$ cat src/rtl/mem_arbiter.sv
`default_nettype none
// ============================================================================
//  Module   : mem_arbiter
//  Purpose  : Two-port arbiter in front of a single-port memory bank with
//             registered read data. Port a is the fetch side and port b is the
//             load/store side. One access is in flight at a time, and it moves
//             through IDLE -> ACCESS (-> RESP for reads) -> IDLE.
//
//  Latency, counted from the grant cycle T:
//    write : the bank commits it at the end of T+1, and a new grant is
//            possible at T+2
//    read  : rvalid and rdata appear at T+3, and a new grant is possible at T+3
//
//  Parameters
//    word_size : data word width (default `DATA_WORD_SIZE)
//    addr_size : address width   (default `DATA_ADDR_SIZE)
//
//  Configuration macro
//    MEM_ARB_FIXED_PRIO_EN : when defined, port a always wins simultaneous
//                            requests and there is no priority pointer. When
//                            undefined, a 1-bit round-robin pointer is used.
//
//  Ports
//    clk, rst                 : clock and synchronous active-high reset
//    a_req / b_req            : access request, held until gnt is seen
//    a_we / b_we              : 1 = write, 0 = read
//    a_addr / b_addr          : access address
//    a_wdata / b_wdata        : write data
//    a_gnt / b_gnt            : combinational one-cycle grant pulse, in IDLE only
//    a_rdata / b_rdata        : registered read data, held until the next read
//    a_rvalid / b_rvalid      : one-cycle pulse when rdata has just updated
//    mem_w_en, mem_addr,
//    mem_d_in                 : bank command; w_en is high only in ACCESS
//    mem_d_out                : bank read data, one cycle after the address
//    busy                     : high in any state other than IDLE
//
//  Revision : 1.0 - initial release
// ============================================================================

`ifndef DATA_WORD_SIZE
`define DATA_WORD_SIZE 8
`endif
`ifndef DATA_ADDR_SIZE
`define DATA_ADDR_SIZE 4
`endif

module mem_arbiter #(
  parameter int word_size = `DATA_WORD_SIZE,
  parameter int addr_size = `DATA_ADDR_SIZE
) (
  input  logic                 clk,
  input  logic                 rst,
  input  logic                 a_req,
  input  logic                 a_we,
  input  logic [addr_size-1:0] a_addr,
  input  logic [word_size-1:0] a_wdata,
  input  logic                 b_req,
  input  logic                 b_we,
  input  logic [addr_size-1:0] b_addr,
  input  logic [word_size-1:0] b_wdata,
  output logic                 a_gnt,
  output logic                 b_gnt,
  output logic [word_size-1:0] a_rdata,
  output logic [word_size-1:0] b_rdata,
  output logic                 a_rvalid,
  output logic                 b_rvalid,
  output logic                 mem_w_en,
  output logic [addr_size-1:0] mem_addr,
  output logic [word_size-1:0] mem_d_in,
  input  logic [word_size-1:0] mem_d_out,
  output logic                 busy
);

  localparam logic [1:0] IDLE   = 2'd0;
  localparam logic [1:0] ACCESS = 2'd1;
  localparam logic [1:0] RESP   = 2'd2;

  logic [1:0]           state;
  logic [1:0]           state_nxt;

  logic                 any_req;
  logic                 win_b;      // winner of this cycle's arbitration: 1 = port b
  logic                 grant;      // a grant is issued this cycle

  // Command captured in the grant cycle.
  logic                 lat_we;
  logic                 lat_port;   // 1 = port b owns the access in flight
  logic [addr_size-1:0] lat_addr;
  logic [word_size-1:0] lat_wdata;

  assign any_req = a_req | b_req;
  assign grant   = (state == IDLE) && any_req;

  // --------------------------------------------------------------------------
  // Arbitration
  // --------------------------------------------------------------------------
`ifdef MEM_ARB_FIXED_PRIO_EN
  // Port a wins any tie. Port b wins only when it is the sole requester.
  assign win_b = b_req & ~a_req;
`else
  // prio_b is the pointer: 0 gives port a priority, 1 gives port b priority.
  // It only decides ties; a sole requester wins regardless of it.
  logic prio_b;

  assign win_b = (a_req & b_req) ? prio_b : b_req;

  // After any grant, the priority moves to the port that lost (or did not ask).
  always_ff @(posedge clk) begin
    if (rst) begin
      prio_b <= 1'b0;
    end else if (grant) begin
      prio_b <= ~win_b;
    end
  end
`endif

  // --------------------------------------------------------------------------
  // FSM: state register
  // --------------------------------------------------------------------------
  always_ff @(posedge clk) begin
    if (rst) begin
      state <= IDLE;
    end else begin
      state <= state_nxt;
    end
  end

  // --------------------------------------------------------------------------
  // FSM: next-state logic
  // --------------------------------------------------------------------------
  always_comb begin
    state_nxt = state;
    case (state)
      IDLE:    if (any_req) state_nxt = ACCESS;
      // Writes finish once the bank has taken them. Reads need one more cycle
      // for the registered bank output.
      ACCESS:  state_nxt = lat_we ? IDLE : RESP;
      RESP:    state_nxt = IDLE;
      default: state_nxt = IDLE;
    endcase
  end

  // --------------------------------------------------------------------------
  // FSM: outputs
  // --------------------------------------------------------------------------
  always_comb begin
    a_gnt    = grant & ~win_b;
    b_gnt    = grant &  win_b;
    busy     = (state != IDLE);
    // rst gates the write enable combinationally. A write that is in ACCESS
    // when reset arrives therefore never reaches the bank.
    mem_w_en = (state == ACCESS) && lat_we && !rst;
  end

  // Address and data come straight from the latches. They hold the last
  // granted command outside ACCESS.
  assign mem_addr = lat_addr;
  assign mem_d_in = lat_wdata;

  // --------------------------------------------------------------------------
  // Command latch: requester inputs are sampled only in the grant cycle.
  // --------------------------------------------------------------------------
  always_ff @(posedge clk) begin
    if (rst) begin
      lat_we    <= 1'b0;
      lat_port  <= 1'b0;
      lat_addr  <= '0;
      lat_wdata <= '0;
    end else if (grant) begin
      lat_port  <= win_b;
      lat_we    <= win_b ? b_we    : a_we;
      lat_addr  <= win_b ? b_addr  : a_addr;
      lat_wdata <= win_b ? b_wdata : a_wdata;
    end
  end

  // --------------------------------------------------------------------------
  // Read return. In RESP, the bank output is already valid for the address
  // presented in ACCESS. Only the owning port's rdata is loaded, and rvalid is
  // high for exactly the following cycle. Reset wins over RESP, so an
  // interrupted read never reports.
  // --------------------------------------------------------------------------
  always_ff @(posedge clk) begin
    if (rst) begin
      a_rdata  <= '0;
      b_rdata  <= '0;
      a_rvalid <= 1'b0;
      b_rvalid <= 1'b0;
    end else begin
      a_rvalid <= 1'b0;
      b_rvalid <= 1'b0;
      if (state == RESP) begin
        if (lat_port) begin
          b_rdata  <= mem_d_out;
          b_rvalid <= 1'b1;
        end else begin
          a_rdata  <= mem_d_out;
          a_rvalid <= 1'b1;
        end
      end
    end
  end

endmodule

`default_nettype wire
$ cat config.mk
export PLATFORM = sky130hd
export DESIGN_NAME = mem_arbiter
export DESIGN_NICKNAME = d
export VERILOG_FILES = /design/src/rtl/mem_arbiter.sv
export SDC_FILE = /design/constraint.sdc
export NUM_CORES = 1
export LEC_CHECK = 0
export CAP_MARGIN = 20
export CORE_MARGIN = 3
export CORE_UTILIZATION = 40
export DETAILED_ROUTE_END_ITERATION = 8
export PLACE_DENSITY = 0.79
export SYNTH_ARGS = -nofsm -noshare
export SYNTH_HDL_FRONTEND = slang
export SYNTH_SLANG_ARGS = --single-unit
$ cat constraint.sdc
create_clock -name clk -period 1.4 [get_ports clk]
set_input_delay 0.28 -clock clk [delete_from_list [all_inputs] [get_ports clk]]
set_output_delay 0.28 -clock clk [all_outputs]
set_load 0.005 [all_outputs]
# Word-level counts from Yosys, hierarchy flattened
# Index checks and enable logic that the tools add are counted.
[classes]
eq_ne = 3
mux = 9
bitwise = 7
reduce_logical = 9
[op_table]
columns = ["op", "count"]
rows = [
  ["$mux 8", 1],
  ["$mux 1", 4],
  ["$mux 2", 2],
  ["$mux 4", 1],
  ["$pmux 2 s2", 1],
  ["$reduce_and 2->1", 2],
  ["$and 1x1->1", 3],
  ["$logic_and 1x1->1", 3],
  ["$not 1->1", 3],
  ["$eq 2x1->1 const B", 1],
  ["$eq 2x2->1 const B", 1],
  ["$logic_not 2->1", 1],
  ["$ne 2x2->1 const B", 1],
  ["$reduce_bool 2->1", 1],
  ["$reduce_or 2->1", 1],
  ["$logic_not 1->1", 1],
  ["$or 1x1->1", 1],
]
[totals]
input_bits = 38
wordCells = 38
out_inout_bits = 34
reg_bits = 35

# Logic depth before layout (Yosys ltp)
# Gate-level depths: netlist (run 1).
[logic_depth]
word_depth = 4
depth_mapped = 5
depth_no_buf = 3

# Worst setup path after synthesis (run 1)
# OpenSTA, ideal clock, no wires.
[synth_timing]
path_kind = "register to output"
from = "reg state[1]"
to = "out b_gnt"
arrival_time_ns = 0.952
slack_ns = 0.168
required_time_ns = 1.120
path_stages_with_launch = 4
path_buffers = 1
path_cell_list = "dfxtp_1 > nor3b_4 > buf_6 > and2_1"
[synth_via]
elab_chain_cells = 3
[synth_lines]
columns = ["item", "line", "rtl"]
rows = [
  ["from (decl)", "78", "logic [1:0] state;"],
  ["from (signal assigned)", "124", "state <= state_nxt;"],
  ["$logic_not 2->1", "92", "assign grant = (state == IDLE) && any_req;"],
  ["$logic_and 1x1->1", "92", ""],
  ["$and 1x1->1", "148", "b_gnt = grant & win_b;"],
  ["to (decl)", "62", "output logic b_gnt,"],
]
# Every way passes these cells.

# Worst setup path after layout (run 1)
[layout_timing]
from = "reg state[1]"
to = "out a_gnt"
[layout_via]
elab_chain_cells = 3
[layout_lines]
columns = ["item", "line", "rtl"]
rows = [
  ["$logic_not 2->1", "92", ""],
  ["$logic_and 1x1->1", "92", ""],
  ["$and 1x1->1", "147", "a_gnt = grant & ~win_b;"],
  ["to (decl)", "61", "output logic a_gnt,"],
]
# Every way passes these cells.

==> key figures, run 1 <==
Logic synthesis
  • Fraction of registers with async set/reset: 0
  • Seq/Total Area, Yosys: 0.472
  • Synth Flop Type: dfxtp_1
  • Synth Net Count: 189
  • Largest area contributor in the netlist: dfxtp_1
  • Post-synth cell types: 30
  • Avg Cell Area, Syn: 9.84 um^2
  • Number of synthesized register bits: 35
  • Yosys top cell area share: 0.472
  • Post-Syn Area: 0.00149 mm^2
  • Mapped Cells: 151
  • Number of flops mapped to enable cells by yosys: 0
  • Ranking of synthesized cells by area: dfxtp_1, mux2i_1, nand3_1, a31oi_1, nor2_1
  • Synth warn: 0

Routing
  • Post-route antenna net violation count: 0
  • WL/cell: 14.6 um
  • DR vias: 1443
  • Iteration count of the initial detailed-routing pass: 4
  • Initial DRC Count: 66
  • Residual DRC: 0
  • Vias per inst: 5.19
  • Final WL: 4.06 mm

Placed design
  • I/O Buffers: 71
  • Final HPWL DP: 2.87 mm
  • GPL Wtd Cong: 0.731
  • Dpl ws: -0.510 ns
  • Placed insts: 269

GRT
  • First-pass GRT wire length: 6.58 mm
  • Largest net degree at the start of global routing: 36
  • Vias in the first global route: 1458
  • Initial antenna violation count: 0
  • Total GRT Usage: 0.196
  • Global route total overflow: 0

Layout
  • Non-Filler Instances: 278
  • Antenna cells: 0
  • NumNets Final: 269
  • FF/Latch Area: 717 um^2
  • Fillers: 264
  • Synth-to-Final Area Change: 59.8%
  • Layout cell share with drive strength beyond 1: 0.181
  • Area of the multi-input gates: 656 um^2

Timing
  • Final TNS setup: -0.00612 ns
  • Worst-Margin Slew: 0.354 ns
  • Worst Hold Slack: 0.443 ns
  • Final hold vios: 0
  • Fin crit period: 1.41 ns
  • Fmax: 711 MHz
  • Fin. max-slew vios: 0
  • Final worst slack: -0.00612 ns
  • RSZ-0062 raised after global routing: yes
  • Fin crit share: 1.00
  • Max transition margin: 0.764
  • Final Skew: 0.00417 ns
  • Final number of setup-violating endpoints: 1

Status
  • Failing checks: negative setup slack
  • Run status: finished, violations left

Critical path
  • CP arrival: 1.13 ns
  • Worst setup path class: reg -> out
  • Worst setup endpoint: a_gnt
  • Critical-path top delay cell: dfxtp_4
  • CP startpoint kind: register
  • CP Capture Type: primary output
  • Worst path cell trace: nor3b_4, and2_4, buf_6
  • Critical Path RT: 1.12 ns
  • Reg2Reg Setup Slack: 0.13 ns
  • Crit path launch: state[1]
  • Worst-path fanout max: 6
  • R2R Path End: a_rdata[1]
  • Reg-to-Reg Start: state[1]
  • Largest stage delay on the critical path: 0.38 ns
  • R2R depth: 5

Job
  • Max_cap viols: 0

Clocking
  • Hold buffers post-CTS: 0
  • Root Driver: clkbuf_8
  • Clock sink count: 35
  • H-tree levels: 2
  • CTS tree: yes
  • Clk slew on worst S/H paths: 0.07 ns
  • Clk_lat worst skew: 0.28 ns
  • Clock buffer depth: 2
  • Cts bufs inserted: 5

Floorplan
  • Die area: 0.00448 mm^2
  • Initial core utilization: 0.431
  • Core area: 0.00344 mm^2
  • Die Wd: 66.9 um
  • IO Pins: 72
  • Die Ht: 66.9 um
  • Row cnt: 21

Worst hold path
  • HP Class: reg -> reg

Power
  • Peak VDD IR: 684 uV
  • Power per cell area: 1040 mW/mm^2
  • Leakage Power: 1.23 nW
==> cells in the mapped netlist, types with 2 or more instances <==
cell            n
dfxtp_1        35
nand3_1        26
nor2_1         19
mux2i_1        16
a31oi_1        13
o21ai_1         8
buf_6           4
o21ai_0         4
and2_1          2
clkbuf_8        2
dlygate4sd1_1   2
nor3b_4         2
==> placed cells by master (no fill, tap or decap), drive strengths merged, types with 6 or more instances in the layout <==
master and instances:
o21ai 13, nor2 19, nand3 26, dlymetal6s2s 12
clkbuf 6, clkdlybuf4s50 34, dfxtp 35, a31oi 13
dlygate4sd2 21, mux2i 16, buf 19
==> per-stage QoR <==
stage                util  total power, mW  area [um^2]
finish              0.690             2.46         2370
global route        0.690             2.59         2370
CTS                 0.678             2.49         2330
detailed placement  0.651             1.59         2240
global placement    0.651             1.58         2240
floorplan               -             1.34         1490
==> cells by family (layout without fill, tap and decap cells) <==
group / count (synthesis) / in the layout / synth area share
flip-flops: 35 / 35 / 0.472
multiplexers: 16 / 16 / 0.108
AND/OR/NAND/NOR: 59 / 59 / 0.221
AO/OA/AOI/OAI: 28 / 28 / 0.111
buffers and inverters: 13 / 94 / 0.0885
==> cell type report <==
class | instances | share of cell area
Clock buffer | 6 | 0.0348
Clock inverter | 2 | 0.0148
Multi-Input combinational cell | 103 | 0.276
Sequential cell | 35 | 0.302
Tap cell | 46 | 0.0242
Timing Repair Buffer | 86 | 0.348
==> state kept, by name, indices dropped and copies added, names as in the netlist, 2 cells and up <==
register / count
mem_addr: 4
mem_d_in: 8
b_rdata: 8
state: 2
a_rdata: 8
==> report_power, final <==
group / total, mW / switching [mW] / internal [mW] / leakage (nW)
Clock: 0.920 / 0.345 / 0.576 / 0.0612
Sequential: 1.09 / 0.0398 / 1.05 / 0.290
Combinational: 0.449 / 0.192 / 0.257 / 0.875
==> worst min path at each step <==
stage                      start        to  slack [ns]  depth (start not counted)
after CTS                 lat_we  state[1]        0.45                          1
final                     lat_we  state[1]        0.44                          1
after detailed placement  lat_we  state[1]        0.45                          1
after global routing      lat_we  state[1]        0.47                          1
after floorplan           lat_we  state[1]        0.41                          1
after global placement    lat_we  state[1]        0.43                          1
==> per-layer routing <==
layer	share of wire	global-route usage
met3	0.11	0.0826
met5	0	0
met2	0.47	0.351
met4	0.013	0.0684
met1	0.41	0.202
==> worst max-delay path: cells and delay by family (launching register included) <==
family                 cells  cell delay (ns)
flip-flops                 1             0.38
buffers and inverters      1             0.08
AND/OR/NAND/NOR            2             0.39
==> repair_timing <==
action,4_1_cts,5_1_grt
setup buffers,0,1
resized for setup,48,14
pin swaps,5,3
setup endpoints to repair,35,14
(Power assumes the default switching activity.)
==> run 2: changes to the inputs <==
- PLACE_DENSITY: 0.79 -> 0.87
==> key figures, run 2 (synthesis results as in run 1) <==
Routing
  • Post-route antenna net violation count: 0 (unchanged)
  • Residual DRC: 0 (unchanged)
  • Vias per inst: 4.98 (-4.2%)
  • WL/cell: 14.8 um (+1.2%)
  • DR vias: 1398 (-3.1%)
  • Initial DRC Count: 119 (+80%)
  • Iteration count of the initial detailed-routing pass: 6 (+2)
  • Final WL: 4.15 mm (+2.3%)

Timing
  • Final hold vios: 0 (unchanged)
  • Fin. max-slew vios: 0 (unchanged)
  • Worst-Margin Slew: 0.367 ns (+0.0129 ns)
  • Final TNS setup: -0.105 ns (-0.0986 ns)
  • Fin crit share: 1.05 (+0.0418)
  • Final Skew: 0.00352 ns (-0.000653 ns)
  • Fin crit period: 1.46 ns (+0.0586 ns)
  • RSZ-0062 raised after global routing: yes
  • Fmax: 683 MHz (-4.0%)
  • Final worst slack: -0.0647 ns (-0.0586 ns)
  • Max transition margin: 0.755 (-0.00862)
  • Final number of setup-violating endpoints: 2 (+1)

Critical path
  • Critical-path top delay cell: dfxtp_4
  • Largest stage delay on the critical path: 0.37 ns (about the same)
  • R2R depth: 6 (+1)
  • Reg-to-Reg Start: state[1]
  • Worst setup path class: reg -> out
  • CP startpoint kind: register
  • R2R Path End: a_rdata[6]
  • Critical Path RT: 1.12 ns (about the same)
  • Worst-path fanout max: 4 (-2)
  • Reg2Reg Setup Slack: 0.06 ns (-0.07 ns)
  • CP arrival: 1.18 ns (+0.05 ns)
  • Crit path launch: state[1]
  • Critical path's top delay family: flip-flops
  • CP Capture Type: primary output
  • CP Buf/Inv Count: 2 (+1)
  • Worst path cell trace: buf_6, nor3b_4, and2_1, buf_2

Layout
  • Synth-to-Final Area Change: 60.2%
  • Antenna cells: 0 (unchanged)
  • Most frequent cells in the layout: clkdlybuf4s50_1, dfxtp_1, nand3_1
  • Fillers: 290 (+9.8%)
  • Design Area, Final: 0.00238 mm^2 (+0.26%)
  • Most common cell after layout, fill and taps aside: clkdlybuf4s50_1
  • NumNets Final: 273 (+1.5%)
  • Layout cell share with drive strength beyond 1: 0.183 (+0.00194)

Clocking
  • Clk_lat worst skew: 0.28 ns (about the same)
  • Hold buffers post-CTS: 0 (unchanged)
  • Cts bufs inserted: 5 (unchanged)
  • CTS tree: yes
  • Clk slew on worst S/H paths: 0.07 ns (about the same)
  • Root Driver: clkbuf_8
  • H-tree levels: 2 (unchanged)
  • Clock buffer depth: 2 (unchanged)
  • Clock sink count: 35 (unchanged)

Status
  • Run status: finished, violations left
  • Failing checks: negative setup slack

Placed design
  • Final HPWL DP: 2.90 mm (+0.90%)
  • Placed cell area: 0.00224 mm^2 (unchanged)
  • I/O Buffers: 71 (unchanged)
  • GPL Wtd Cong: 0.719 (-1.6%)

GRT
  • Global route total overflow: 0 (unchanged)
  • First-pass GRT wire length: 6.69 mm (+1.6%)
  • Vias in the first global route: 1385 (-5.0%)
  • Largest net degree at the start of global routing: 36 (unchanged)
  • Total GRT Usage: 0.197 (+0.00133)
  • Initial antenna violation count: 0 (unchanged)

Floorplan
  • Core area: 0.00344 mm^2 (unchanged)
  • Row cnt: 21 (unchanged)
  • IO Pins: 72 (unchanged)
  • Die Ht: 66.9 um (unchanged)
  • Initial core utilization: 0.431 (unchanged)
  • Die area: 0.00448 mm^2 (unchanged)
  • Die Wd: 66.9 um (unchanged)

Job
  • Max_cap viols: 0 (unchanged)

Power
  • Register share of total power: 0.476 (+0.032)
  • Gate power share: 0.209 (+0.027)
  • Power per cell area: 963 mW/mm^2 (-7.2%)
  • Switching power: 0.571 mW (-1.0%)
  • Leakage Power: 1.20 nW (-2.3%)
  • Clock power share: 0.315 (-0.059)
  • Pint: 1.72 mW (-8.7%)
  • Net Sw Frac: 0.249 (+0.0148)
  • Peak VDD IR: 787 uV (+15%)

Worst hold path
  • HP Class: reg -> reg
  • WHS Path Cells: 1 (unchanged)
  • Hold Path End: state[1]
  • Hold Crit Start: lat_we
==> run 2: cell types whose count changed in the layout (fill, tap and decap cells not counted), moves of 2 or more <==
cell / previous run / this run
dfxtp_2: 7 / 4
dlygate4sd2_1: 21 / 19
buf_4: 14 / 16
buf_6: 1 / 3
clkdlybuf4s50_1: 34 / 37
dfxtp_1: 26 / 29
==> run 2: timing repair <==
item,4_1_cts,5_1_grt
setup endpoints to repair,30,22
buffers inserted,4,1
cloned,0,0
gates resized for setup,45,14
pin swaps,5,3
==> run 2: how the worst max path moves through the flow <==
stage | cells past startpoint | to
after floorplan | 3 | b_gnt
after global placement | 4 | b_gnt
after detailed placement | 4 | b_gnt
after CTS | 4 | b_gnt
after global routing | 4 | b_gnt
final | 4 | b_gnt
==> run 2: metal layers <==
metal,vias up,global-route usage,share of wire
li1,707,-,-
met1,639,0.257,0.44
met2,45,0.317,0.49
met3,7,0.0422,0.049
met4,0,0.0759,0.019
met5,-,0,0
==> run 2: layout make-up <==
class	instances	area, um^2	share of cell area
clock buffer	6	82.6	0.0347
sequential	35	713	0.300
multi-input combinational	103	658	0.277
timing repair buffer	90	863	0.363
tap	46	57.6	0.0242
clock inverter	1	5.00	0.00210
==> run 2: through the flow <==
| stage | worst slack, ns | hold slack [ns] | util | total power, mW | std cells |
|---|---|---|---|---|---|
| after floorplan | 0.168 | 0.406 | - | 1.34 | 151 |
| after global placement | -0.543 | 0.440 | 0.651 | 1.59 | 269 |
| after detailed placement | -0.530 | 0.423 | 0.651 | 1.59 | 269 |
| after CTS | -0.0754 | 0.431 | 0.678 | 2.31 | 280 |
| after global routing | -0.135 | 0.473 | 0.691 | 2.40 | 281 |
| final | -0.0647 | 0.438 | 0.691 | 2.29 | 281 |
==> run 2: worst reg2reg max path, cell delays in order (launching register included) <==
cell and delay (ns):
dfxtp_4 0.38, buf_4 0.12, buf_4 0.10, nor3b_2 0.17, buf_6 0.18, mux2i_1 0.19, nor2_1 0.07
==> run 2: power groups by stage <==
stage	logic, mW	registers, mW	clock network (mW)
2_1_floorplan	0.224	1.12	0
3_3_place_gp	0.473	1.11	0
3_5_place_dp	0.478	1.11	0
4_1_cts	0.476	1.09	0.743
5_1_grt	0.522	1.10	0.781
6_report	0.479	1.09	0.723
==> run 3: changes to the inputs <==
- HOLD_SLACK_MARGIN: unset -> 0.02
==> results of run 3 <==
The final DEF is identical to that of run 2; final timing and power are the same.
